File: config.mk
export PLATFORM = sky130hd
export DESIGN_NAME = ir_control_unit
export DESIGN_NICKNAME = d
export VERILOG_FILES = /design/src/rtl/ir_control_unit.sv
export SDC_FILE = /design/constraint.sdc
export NUM_CORES = 1
export LEC_CHECK = 0
export BUFFER_PORTS_ARGS = -buffer_cell sky130_fd_sc_hd__buf_2
export CORE_ASPECT_RATIO = 1.75
export CORE_MARGIN = 2
export CORE_UTILIZATION = 47
export DETAILED_ROUTE_END_ITERATION = 10
export HOLD_SLACK_MARGIN = 0.03
export PLACE_DENSITY = 0.8
export SLEW_MARGIN = 25
export SYNTH_ARGS = -nofsm -noshare
export SYNTH_HDL_FRONTEND = slang
export SYNTH_SLANG_ARGS = --single-unit
File: constraint.sdc
create_clock -name clock -period 4.08 [get_ports clock]
set_input_delay 0.612 -clock clock [delete_from_list [all_inputs] [get_ports clock]]
set_output_delay 0.612 -clock clock [all_outputs]
set_load 0.005 [all_outputs]
File: src/rtl/ir_control_unit.sv
// ir_control_unit
//   Multi-cycle sequencer for the single-accumulator CPU. Walks each
//   instruction through FETCH -> DECODE -> (MEM | EXEC) and drives the
//   instruction register, PC, accumulator and memory handshake. Only one
//   instruction is in flight at a time.
//
// Ports
//   clock, reset          rising-edge clock, asynchronous active-high reset
//   run                   enable, sampled in IDLE and at instruction boundaries
//   opcode[3:0]           decoded opcode from the instruction register
//   zero_flag             accumulator == 0
//   mem_ready             memory completes the current request this cycle
//   mem_req, mem_we       memory request (held until mem_ready) and write qualifier
//   addr_sel              0 = PC addresses memory, 1 = target_address
//   ir_load, pc_inc       fetch-complete strobes
//   pc_load, acc_load     jump and accumulator-write strobes
//   alu_op[2:0]           0 PASS, 1 ADD, 2 SUB, 3 AND, 4 OR
//   halted                core stopped; only reset leaves this state
//   bus_error             sticky memory-timeout flag
//   illegal_op            one-cycle pulse on an undefined opcode in DECODE
//   retired[CNT_W-1:0]    completed-instruction count, wrapping
module ir_control_unit #(
  parameter int MEM_TIMEOUT  = 16,
  parameter bit ILLEGAL_HALT = 1'b0,
  parameter int CNT_W        = 16
) (
  input  logic             clock,
  input  logic             reset,
  input  logic             run,
  input  logic [3:0]       opcode,
  input  logic             zero_flag,
  input  logic             mem_ready,
  output logic             mem_req,
  output logic             mem_we,
  output logic             addr_sel,
  output logic             ir_load,
  output logic             pc_inc,
  output logic             pc_load,
  output logic             acc_load,
  output logic [2:0]       alu_op,
  output logic             halted,
  output logic             bus_error,
  output logic             illegal_op,
  output logic [CNT_W-1:0] retired
);

  localparam logic [3:0] OP_NOP   = 4'h0;
  localparam logic [3:0] OP_LOAD  = 4'h1;
  localparam logic [3:0] OP_STORE = 4'h2;
  localparam logic [3:0] OP_ADD   = 4'h3;
  localparam logic [3:0] OP_SUB   = 4'h4;
  localparam logic [3:0] OP_AND   = 4'h5;
  localparam logic [3:0] OP_OR    = 4'h6;
  localparam logic [3:0] OP_JUMP  = 4'h7;
  localparam logic [3:0] OP_JZ    = 4'h8;
  localparam logic [3:0] OP_HALT  = 4'hF;

  localparam logic [2:0] ALU_PASS = 3'd0;
  localparam logic [2:0] ALU_ADD  = 3'd1;
  localparam logic [2:0] ALU_SUB  = 3'd2;
  localparam logic [2:0] ALU_AND  = 3'd3;
  localparam logic [2:0] ALU_OR   = 3'd4;

  // The wait counter only ever needs to reach MEM_TIMEOUT-1.
  localparam int WAIT_W = (MEM_TIMEOUT > 1) ? $clog2(MEM_TIMEOUT) : 1;
  localparam logic [WAIT_W-1:0] WAIT_LAST =
    WAIT_W'((MEM_TIMEOUT > 0) ? MEM_TIMEOUT - 1 : 0);

  typedef enum logic [2:0] {
    ST_IDLE,
    ST_FETCH,
    ST_DECODE,
    ST_MEM,
    ST_EXEC,
    ST_HALT
  } state_t;

  state_t            state;
  state_t            state_n;
  logic [WAIT_W-1:0] wait_cnt;
  logic              wait_expired;
  logic              boundary;
  logic              timeout;

  function automatic logic [2:0] alu_sel(input logic [3:0] op);
    case (op)
      OP_ADD:  alu_sel = ALU_ADD;
      OP_SUB:  alu_sel = ALU_SUB;
      OP_AND:  alu_sel = ALU_AND;
      OP_OR:   alu_sel = ALU_OR;
      default: alu_sel = ALU_PASS;
    endcase
  endfunction

  function automatic logic is_illegal(input logic [3:0] op);
    is_illegal = (op >= 4'h9) && (op <= 4'hE);
  endfunction

  // mem_ready in the last allowed cycle still wins over the timeout.
  assign wait_expired = (MEM_TIMEOUT != 0) && (wait_cnt == WAIT_LAST);

  // State register
  always_ff @(posedge clock or posedge reset) begin
    if (reset) begin
      state <= ST_IDLE;
    end else begin
      state <= state_n;
    end
  end

  // Next-state logic; boundary marks the cycle an instruction retires
  always_comb begin
    state_n  = state;
    boundary = 1'b0;
    timeout  = 1'b0;
    case (state)
      ST_IDLE: begin
        if (run) state_n = ST_FETCH;
      end
      ST_FETCH: begin
        if (mem_ready) begin
          state_n = ST_DECODE;
        end else if (wait_expired) begin
          timeout = 1'b1;
          state_n = ST_HALT;
        end
      end
      ST_DECODE: begin
        case (opcode)
          OP_NOP, OP_JUMP, OP_JZ:         boundary = 1'b1;
          OP_LOAD, OP_STORE:              state_n  = ST_MEM;
          OP_ADD, OP_SUB, OP_AND, OP_OR:  state_n  = ST_EXEC;
          OP_HALT:                        state_n  = ST_HALT;
          default: begin
            if (ILLEGAL_HALT) state_n  = ST_HALT;
            else              boundary = 1'b1;
          end
        endcase
      end
      ST_MEM: begin
        if (mem_ready) begin
          boundary = 1'b1;
        end else if (wait_expired) begin
          timeout = 1'b1;
          state_n = ST_HALT;
        end
      end
      ST_EXEC: begin
        boundary = 1'b1;
      end
      ST_HALT: begin
        state_n = ST_HALT;
      end
      default: begin
        state_n = ST_IDLE;
      end
    endcase
    if (boundary) state_n = run ? ST_FETCH : ST_IDLE;
  end

  // Wait counter restarts on every entry into FETCH or MEM
  always_ff @(posedge clock or posedge reset) begin
    if (reset) begin
      wait_cnt <= '0;
    end else if ((MEM_TIMEOUT != 0) && (state == ST_FETCH || state == ST_MEM)
                 && (state_n == state)) begin
      wait_cnt <= wait_cnt + WAIT_W'(1);
    end else begin
      wait_cnt <= '0;
    end
  end

  always_ff @(posedge clock or posedge reset) begin
    if (reset) begin
      retired   <= '0;
      bus_error <= 1'b0;
    end else begin
      if (boundary) retired   <= retired + CNT_W'(1);
      if (timeout)  bus_error <= 1'b1;
    end
  end

  // Outputs: request/select/alu_op/halted follow the state; strobes also
  // depend on the inputs of the current cycle.
  always_comb begin
    mem_req    = 1'b0;
    mem_we     = 1'b0;
    addr_sel   = 1'b0;
    ir_load    = 1'b0;
    pc_inc     = 1'b0;
    pc_load    = 1'b0;
    acc_load   = 1'b0;
    alu_op     = ALU_PASS;
    halted     = 1'b0;
    illegal_op = 1'b0;
    case (state)
      ST_FETCH: begin
        mem_req = 1'b1;
        ir_load = mem_ready;
        pc_inc  = mem_ready;
      end
      ST_DECODE: begin
        pc_load    = (opcode == OP_JUMP) || ((opcode == OP_JZ) && zero_flag);
        illegal_op = is_illegal(opcode);
      end
      ST_MEM: begin
        mem_req  = 1'b1;
        addr_sel = 1'b1;
        mem_we   = (opcode == OP_STORE);
        acc_load = mem_ready && (opcode == OP_LOAD);
      end
      ST_EXEC: begin
        alu_op   = alu_sel(opcode);
        acc_load = 1'b1;
      end
      ST_HALT: begin
        halted = 1'b1;
      end
      default: ;
    endcase
  end

endmodule

# Yosys cells after proc, flatten, opt, wreduce, memory -nomap -nowiden
# Cells that the tools add are included.
[totals] regBits=24 output_inout_bits=29
[classes] addsub=2 order_cmp=2 n_eq_ne=16 n_mux=25 reduce_logical=11
[op_table] op="$mux W3" count=6
[op_table] op="$pmux W3 S6" count=1
[op_table] op="$add A16 B1 Y16 const B" count=1
[op_table] op="$eq A4 B3 Y1 const B" count=4
[op_table] op="$mux W1" count=13
[op_table] op="$eq A4 B4 Y1 const B" count=3
[op_table] op="$pmux W3 S4" count=1
[op_table] op="$pmux W3 S3" count=1
[op_table] op="$eq A4 B2 Y1 const B" count=2
[op_table] op="$reduce_or A7 Y1" count=1
[op_table] op="$eq A3 B2 Y1 const B" count=2
[op_table] op="$eq A3 B3 Y1 const B" count=2
[op_table] op="$add A4 B1 Y4 const B" count=1
[op_table] op="$eq A4 B1 Y1 const B" count=1
[op_table] op="$ge A4 B4 Y1 const B" count=1
[op_table] op="$le A4 B4 Y1 const B" count=1
[op_table] op="$logic_and A1 B1 Y1" count=4
[op_table] op="$mux W4" count=1
[op_table] op="$reduce_or A2 Y1" count=2
[op_table] op="$reduce_or A4 Y1" count=1
[op_table] op="$eq A3 B1 Y1 const B" count=1
[op_table] op="$eq A3 B3 Y1" count=1
[op_table] op="$logic_not A3 Y1" count=1
[op_table] op="$pmux W1 S3" count=1
[op_table] op="2 further kinds" count=3

# Depth between registers and ports, before layout
# Gate-level depths: netlist of run 1.
[logic_depth] word_depth=8 depth_mapped=7 ltp_nobuf=6

# Least setup slack after synthesis of run 1
# No wires, ideal clock.
[synth_timing] kind="input to output" start="input port opcode[1]" end="output port acc_load" arrival_ns=1.543 required_time_ns=3.468 path_slack_ns=1.925 path_stages=3 path_cell_list="buf_2 > or4b_4 > o31ai_1"
[synth_via] elab_chain_cells=3
[synth_rtl] item="start, declared" line_no="30" rtl="input logic [3:0] opcode,"
[synth_rtl] item="$eq A4 B1 Y1" line_no="210" rtl="acc_load = mem_ready && (opcode == OP_LOAD);"
[synth_rtl] item="$logic_and A1 B1 Y1" line_no="210"
[synth_rtl] item="$pmux W1 S2" line_no="196" rtl="case (state)"
[synth_rtl] item="end, declared" line_no="39" rtl="output logic acc_load,"
# No other way between the ends.

# Worst setup path after layout of run 1
# Ends and elaborated chain as after synthesis.

==> results of run 1 <==
per-stage QoR:
step,instances,util [%]
after CTS,205,56.41
after floorplan,144,-
after global placement,202,55.00
after global routing,205,56.41
final,205,56.41
after detailed placement,202,55.00
state kept, by name (all words and copies together) (netlist names):
register and count:
retired 16, state 3, bus_error 1, wait_cnt 4
power by group through the flow:
stage / Sequential (W) / Combinational, W / Clock [W]
6_report: 0.000376 / 0.000361 / 0.000135
5_1_grt: 0.000387 / 0.000403 / 0.000152
4_1_cts: 0.000374 / 0.000368 / 0.000139
3_5_place_dp: 0.000378 / 0.000367 / 0
3_3_place_gp: 0.000374 / 0.000351 / 0
2_1_floorplan: 0.000359 / 0.000277 / 0
worst min path at each step:
stage           startpoint           to  cells after the start
2_1_floorplan  wait_cnt[0]  wait_cnt[0]                      1
3_3_place_gp     bus_error    bus_error                      1
3_5_place_dp     bus_error    bus_error                      1
4_1_cts          bus_error    bus_error                      1
5_1_grt          bus_error    bus_error                      1
6_report         bus_error    bus_error                      1
critical path: stages:
cell	delay (ps)
buf_2	160
or4b_4	560
o31ai_1	210
buf_2	150
area by class of cell:
cell class / count / share of cell area, %
Inverter: 9 / 2.045
Sequential cell: 24 / 36.36
Clock buffer: 3 / 2.500
Multi-Input combinational cell: 103 / 45.30
Timing Repair Buffer: 38 / 11.67
Tap cell: 28 / 2.121
cells in the mapped netlist (3+ instances only):
library cell and instances:
nor3_1 7, nand3_1 6, inv_1 6, nor4_2 3
nand2_1 11, nor4b_2 3, dfrtp_1 24, a21oi_1 4
xor2_1 15, nand4_1 4, nor2_1 11, buf_2 4
nand2b_1 3, xnor2_1 4, inv_2 3
layer usage:
layer / vias to the layer above / GRT usage [%] / routed length, um
met3: 5 / 2.118 / 117
met1: 559 / 18.45 / 1052
met5: - / 0 / 0
met2: 33 / 29.44 / 1511
li1: 574 / - / -
met4: 0 / 8.286 / 51
logic make-up (layout without fill, tap and decap cells):
group / Yosys count / in the layout / share of synthesized area (%)
AND/OR/NAND/NOR: 64 / 64 / 28.93
XOR/XNOR: 19 / 19 / 11.56
AO/OA/AOI/OAI: 15 / 15 / 7.560
buffers and inverters: 17 / 50 / 6.342
adder cells (fa/ha/maj): 2 / 2 / 1.737
flip-flops: 24 / 24 / 41.70
multiplexers: 3 / 3 / 2.172
==> flow_summary.ini, run 1 <==
[outcome]
outcome = complete, no violations

[cts]
clk_latency_ps = 260
cts_hold_buf = 0
clkTransAtPathRegs_ps = 70
htree_num_levels = 1
clkSinkCount = 24
cts_resized = 0
root_buffer = clkbuf_8
numCtsBuffers = 3
cts_tree = yes
cts_buffer_depth = 2
post_cts_buffers = 0

[critical_path]
rr_worst_depth = 6
worstReg2RegStart = state[1]
worstSetupEndpointType = primary output
r2r_slack_ps = 2070
crit_end = acc_load
worstSetupStartpointType = primary input
crit_path_max_fanout = 10
crit_arrival_ps = 1690
r2r-end = retired[12]
critPathRequiredTime_ps = 3470
critPathKind = primary input to primary output
crit_start = opcode[1]

[sta]
hold_viol = 0
holdWs_ps = 461.4
fmax_mhz = 433.9
min_period_over_period_pct = 56.49
slew_violations = 0
tns_ps = 0
finalClockSkew_ps = 0.8090
rsz0062_at_grt = no
layout_min_cycle_time_ps = 2305
tightest_slew_ps = 856.1
slew_headroom_pct = 42.87
setup_viol = 0
setup_ws_ps = 1775

[die]
die_area_um2 = 3540
fp.coreArea_um2 = 2928
rows = 26
io_pins = 38
start_util_pct = 49.19
die-width_um = 45.85
die-height_um = 77.23

[route]
drc = 0
wirelength_um = 2732
via_count = 1171
ant_nets = 0
wl_per_cell_um = 13.33
drt-pass1-iter-count = 4
drt_iter0_drc = 34
via_per_inst = 5.712

[synth]
synth_cell_types = 43
yosysSeqAreaShare_pct = 41.70
async_flop_share_pct = 100.0
ys_dominant_reg_cell = dfrtp_1
synth_edf_count = 0
synth_seq_cells = 24
synth_top_area_cell = dfrtp_1
synthTopCellsByArea = dfrtp_1 42%, xor2_1 9.1%, nor4b_2 3.1%
yosys_warnings = 0
synth_area_per_cell_um2 = 10.00
synth_cells = 144
syn-cell-area_um2 = 1440
yosysTopAreaCellShare_pct = 41.70
synth_nets = 155

[finish]
fin_nets = 190
mostFrequentLayoutCell = buf_2
finalInstanceArea_um2 = 1652
seq_area_um2 = 600.6
area_growth_pct = 14.68
fill_cells = 266
diodes = 0
multi_input_area_um2 = 748.2
drive_above_1_share_pct = 32.77
layout_common_cells = 37 x buf_2, 24 x dfrtp_1, 15 x xor2_1

[pwr]
p_switching_w = 0.0003534
p_leak_nw = 0.7590
ir_drop_mv = 0.2208
power.internal_w = 0.0005191
power_frac_seq_pct = 43.1
p_per_area_nw_per_um2 = 528.3
p_sw_share_pct = 40.50
power_w = 0.0008725
clockPowerShare_pct = 15.5
share_comb_of_total_power_pct = 41.4

[global_route]
grt_max_degree = 25
grt_pass1_vias = 1113
grt_usage_pct = 16.83
grt_overflow = 0
grt_pass1_wl_um = 4643
grt_antenna_before_repair = 0

[place]
dp_hpwl_um = 2162
pre_cts_ws_ps = 1612
dpl_cell_area_um2 = 1610
place.gp.congestion = 0.8649
io_buffers = 37

[hold_path]
hp-class = flop to flop

[flow_run]
cap_violations = 0
(Power assumes the default switching activity.)
==> run 2, diff against run 1 <==
--- a/config.mk
+++ b/config.mk
@@ -11,7 +11,7 @@
 export CORE_UTILIZATION = 47
 export DETAILED_ROUTE_END_ITERATION = 10
 export HOLD_SLACK_MARGIN = 0.03
-export PLACE_DENSITY = 0.8
+export PLACE_DENSITY = 0.83
 export SLEW_MARGIN = 25
 export SYNTH_ARGS = -nofsm -noshare
 export SYNTH_HDL_FRONTEND = slang
==> constraint.sdc (replaced) <==
create_clock -name clock -period 2 [get_ports clock]
set_input_delay 0.3 -clock clock [delete_from_list [all_inputs] [get_ports clock]]
set_output_delay 0.3 -clock clock [all_outputs]
set_load 0.005 [all_outputs]
==> flow_summary.ini, run 2 (synthesis gave the netlist of run 1 again) <==
[cts]
htree_num_levels = 1
clkSinkCount = 24
post_cts_buffers = 0
cts_buffer_depth = 2
numCtsBuffers = 3
cts_tree = yes
root_buffer = clkbuf_8
clk_latency_ps = 250
clkTransAtPathRegs_ps = 70

[finish]
top_register = retired
fin_util_pct = 58.08
mostFrequentLayoutCell = buf_2
drive_above_1_share_pct = 34.97
area_growth_pct = 18.07
fin_nets = 196
top_regs = retired x16, wait_cnt x4, state x3
diodes = 0
layout_common_cells = 37 x buf_2, 23 x dfrtp_1, 15 x xor2_1
largest_reg_flops = 16

[flow_run]
cap_violations = 0

[pwr]
clockPowerShare_pct = 14.3
p_sw_share_pct = 40.02
ir_drop_mv = 0.5725
p_per_area_nw_per_um2 = 1090
power.internal_w = 0.001112
p_switching_w = 0.0007420
power_frac_seq_pct = 40.0
share_comb_of_total_power_pct = 45.7
p_leak_nw = 0.7860

[sta]
rsz0062_at_grt = no
fmax_mhz = 539.7
tns_ps = 0
setup_viol = 0
finalClockSkew_ps = 0.8655
layout_min_cycle_time_ps = 1853
min_period_over_period_pct = 92.64
slew_headroom_pct = 74.40
hold_viol = 0
tightest_slew_ps = 382.9
slew_violations = 0

[critical_path]
critPathRequiredTime_ps = 1700
worstSetupEndpointType = primary output
crit_path_max_fanout = 6
critPathKind = flop to primary output
r2r_slack_ps = 200
worstSetupStartpointType = flop
crit_arrival_ps = 1550
worstReg2RegStart = state[2]
crit_start = state[2]

[die]
start_util_pct = 49.19
io_pins = 38
rows = 26
die_area_um2 = 3540
fp.coreArea_um2 = 2928
die-height_um = 77.23
die-width_um = 45.85

[global_route]
grt_pass1_vias = 1253
grt_max_degree = 16
grt_overflow = 0
grt_antenna_before_repair = 0
grt_pass1_wl_um = 5202
grt_usage_pct = 18.92

[route]
via_per_inst = 5.782
wirelength_um = 3018
drt_iter0_drc = 11
drt-pass1-iter-count = 4
ant_nets = 0
wl_per_cell_um = 14.30
drc = 0
via_count = 1220

[hold_path]
hp-start = run
hp-class = primary input to flop

[place]
dp_hpwl_um = 2400
place.gp.congestion = 0.8383
io_buffers = 37

[outcome]
outcome = complete, no violations
run 2: cell types whose count changed in the layout (fill, tap and decap cells not counted):
cell / previous run / this run
buf_4: 1 / 6
dfrtp_1: 24 / 23
dfrtp_2: 0 / 1
dlygate4sd3_1: 0 / 1
run 2: area by class of cell:
class                      count  area [um2]
clock buffer                   3       41.29
multi-input combinational    103       748.2
timing repair buffer          44       240.2
fill                         253        1227
inverter                       9       33.78
sequential                    24       601.8
tap                           28       35.03
run 2: path summary, 6_finish.rpt:
path                                     to  cells after the start
worst max-delay path              alu_op[1]                      3
worst min-delay path               state[0]                      3
worst max register to register   retired[7]                      6
worst min register to register  wait_cnt[0]                      1
max in group asynchronous          state[2]                      4
min in group asynchronous        retired[6]                      3
run 2: repair_timing:
action / CTS / global route
hold buffers: 1 / 0
hold endpoints to repair: 9 / 0
gates resized for setup: 0 / 1
endpoints found under the setup margin: 0 / 1
run 2: worst max-delay path, stage by stage, from the launching register on:
cell	delay, ps
dfrtp_2	430
or3b_4	440
nor4b_1	270
buf_2	160
run 2: routing by layer:
layer | share of wire (%) | track usage, % | vias up
met5 | 0 | 0 | -
li1 | - | - | 585
met2 | 53 | 31.53 | 45
met4 | 2.5 | 10.29 | 0
met1 | 40 | 21.93 | 582
met3 | 4.7 | 2.353 | 8
run 2: power groups by stage:
stage | Combinational, W | Clock (W) | Sequential, W
after detailed placement | 0.000846 | 0 | 0.000746
final | 0.000847 | 0.000266 | 0.000742
after global placement | 0.000813 | 0 | 0.000731
after floorplan | 0.000564 | 0 | 0.000733
after CTS | 0.000852 | 0.000271 | 0.000736
after global routing | 0.000946 | 0.000297 | 0.000760
run 2: stage by stage:
stage,power [W],hold WS [ps],setup WS [ps],instances,area (um2)
after floorplan,0.001298,314.6,270.8,144,1440
after global placement,0.001543,270.2,232.4,207,1648
after detailed placement,0.001592,283.1,163.7,207,1648
after CTS,0.001860,312.6,82.63,211,1699
after global routing,0.002003,324.6,47.15,211,1700
final,0.001854,314.6,147.3,211,1700
==> run 3, diff against run 2 <==
--- a/config.mk
+++ b/config.mk
@@ -5,6 +5,7 @@
 export SDC_FILE = /design/constraint.sdc
 export NUM_CORES = 1
 export LEC_CHECK = 0
+export ABC_AREA = 1
 export BUFFER_PORTS_ARGS = -buffer_cell sky130_fd_sc_hd__buf_2
 export CORE_ASPECT_RATIO = 1.75
 export CORE_MARGIN = 2
==> flow_summary.ini, run 3 <==
[finish]
mostFrequentLayoutCell = nand2_1
fill_cells = 289
area_growth_pct = 17.21
top_register = retired
largest_reg_flops = 16
drive_above_1_share_pct = 24.26
top_regs = retired x16, wait_cnt x4, state x3
fin_nets = 248
diodes = 0
layout_common_cells = 52 x nand2_1, 37 x buf_2, 30 x nor2_1

[pwr]
ir_drop_mv = 0.7446
power_w = 0.001957
p_leak_nw = 0.9539
p_per_area_nw_per_um2 = 1149

[synth]
ys_dominant_reg_cell = dfrtp_1
syn-cell-area_um2 = 1454
yosysTopAreaCellShare_pct = 41.31
yosys_warnings = 0
synth_cells = 196
synth_area_per_cell_um2 = 7.418
synth_edf_count = 0
yosysMostFrequentCell = nand2_1
synth_cell_types = 24
yosysSeqAreaShare_pct = 41.31
synth_nets = 207
synthTopCellsByArea = dfrtp_1 41%, nand2_1 13%, nor2_1 7.7%
async_flop_share_pct = 100.0
synth_common_cells = 52 x nand2_1, 30 x nor2_1, 24 x dfrtp_1, 21 x inv_1, 12 x nand3_1
synth_top_area_cell = dfrtp_1
synth_seq_cells = 24

[sta]
slew_headroom_pct = 78.82
slew_violations = 0
fmax_mhz = 538.7
rsz0062_at_grt = no
tightest_slew_ps = 309.8
hold_viol = 0
layout_min_cycle_time_ps = 1856
setup_viol = 0
finalClockSkew_ps = 2.966
tns_ps = 0
min_period_over_period_pct = 92.82

[cts]
post_cts_buffers = 0
cts_buffer_depth = 2
clkSinkCount = 24
numCtsBuffers = 3
cts_tree = yes
clkTransAtPathRegs_ps = 80
cts_hold_buf = 0
htree_num_levels = 1
cts_resized = 0
clk_latency_ps = 260
root_buffer = clkbuf_8

[hold_path]
hp-class = primary input to async pin

[critical_path]
critPathKind = flop to primary output
rr_worst_depth = 12
worstSetupEndpointType = primary output
critPathRequiredTime_ps = 1700
worstSetupStartpointType = flop
critical-path-slowest-cell = dfrtp_1
slowest_delay_ps = 450
crit_path_max_fanout = 6
r2r_slack_ps = 290
crit_arrival_ps = 1560
crit_chain = inv_2, nand2_1, nor2_1, inv_1, a2111oi_0, buf_2

[route]
wirelength_um = 3148
wl_per_cell_um = 11.97
drt-pass1-iter-count = 4
drc = 0
via_count = 1414
drt_iter0_drc = 52
ant_nets = 0
via_per_inst = 5.376

[die]
start_util_pct = 49.66
die-width_um = 46.05
die_area_um2 = 3572
die-height_um = 77.58
io_pins = 38
rows = 26
fp.coreArea_um2 = 2928

[global_route]
grt_overflow = 0
grt_max_degree = 25
grt_antenna_before_repair = 0
grt_pass1_vias = 1321
grt_usage_pct = 19.29
grt_pass1_wl_um = 5223

[place]
io_buffers = 37
dp_hpwl_um = 2506
place.gp.congestion = 0.8585

[outcome]
outcome = complete, no violations

[flow_run]
cap_violations = 0
==> run 3: changes by cell type after synthesis, sizes merged, moves of 3 or more <==
| cell | previous run | this run |
|---|---|---|
| buf | 8 | 2 |
| inv | 9 | 27 |
| nand2 | 11 | 55 |
| nand2b | 3 | 0 |
| nand3 | 7 | 14 |
| nand4 | 4 | 7 |
| nor2 | 11 | 33 |
| nor3 | 8 | 3 |
| nor4 | 5 | 2 |
| nor4b | 4 | 0 |
| o21ai | 1 | 6 |
| xor2 | 15 | 11 |
==> run 3: stage by stage <==
step	instance area [um2]	hold WS [ps]	cells	setup WS [ps]	util [%]
2_1_floorplan	1454	314.6	196	548.3	-
3_3_place_gp	1663	356.7	260	311.2	56.79
3_5_place_dp	1663	356.9	260	276.0	56.79
4_1_cts	1704	73.02	263	121.0	58.21
5_1_grt	1704	88.93	263	22.66	58.21
6_report	1704	54.10	263	143.7	58.21
==> run 3: worst paths after layout <==
kind                             start     endpoint
hold / removal                   reset   retired[3]
setup / recovery              state[2]   illegal_op
setup reg to reg              state[2]  wait_cnt[2]
hold reg to reg            wait_cnt[0]  wait_cnt[0]
min in group clock                 run     state[0]
max in group asynchronous        reset  retired[12]
==> run 3: metal layers <==
| metal | GRT usage, % | up-vias | part of all wire, % |
|---|---|---|---|
| met3 | 0.9302 | 16 | 5.7 |
| met1 | 20.64 | 632 | 39 |
| met5 | 0 | - | 0 |
| met2 | 34.17 | 70 | 51 |
| met4 | 11.71 | 0 | 4.5 |
| li1 | - | 696 | - |
==> run 3: final cells by class <==
| cell class | count | area (um2) | area share, % |
|---|---|---|---|
| inverter | 27 | 101.3 | 5.947 |
| timing repair buffer | 38 | 192.7 | 11.31 |
| multi-input combinational | 143 | 733.2 | 43.03 |
| tap | 28 | 35.03 | 2.056 |
| clock buffer | 3 | 41.29 | 2.423 |
| sequential | 24 | 600.6 | 35.24 |
==> run 3: logic make-up (layout without fill, tap and decap cells) <==
kind of cell,count (synthesis),count (layout),share of synthesized area [%]
AO/OA/AOI/OAI,10,10,3.700
XOR/XNOR,16,16,9.638
adder cells (fa/ha/maj),2,2,1.721
buffers and inverters,29,68,8.262
flip-flops,24,24,41.31
AND/OR/NAND/NOR,115,115,35.37
==> run 3: worst max-delay path, delay by kind of cell, from the launching register on <==
family          cells  cell delay (ps)
flops               1              450
simple gates        2              230
buf+inv             3              360
compound gates      1              250
==> run 3: report_power, final <==
| part | total (W) | internal, W | switching [W] |
|---|---|---|---|
| sequential | 0.000799 | 0.000627 | 0.000172 |
| clock | 0.000275 | 0.000135 | 0.000141 |
| combinational | 0.000883 | 0.000330 | 0.000553 |
| total | 0.00196 | 0.00109 | 0.000866 |
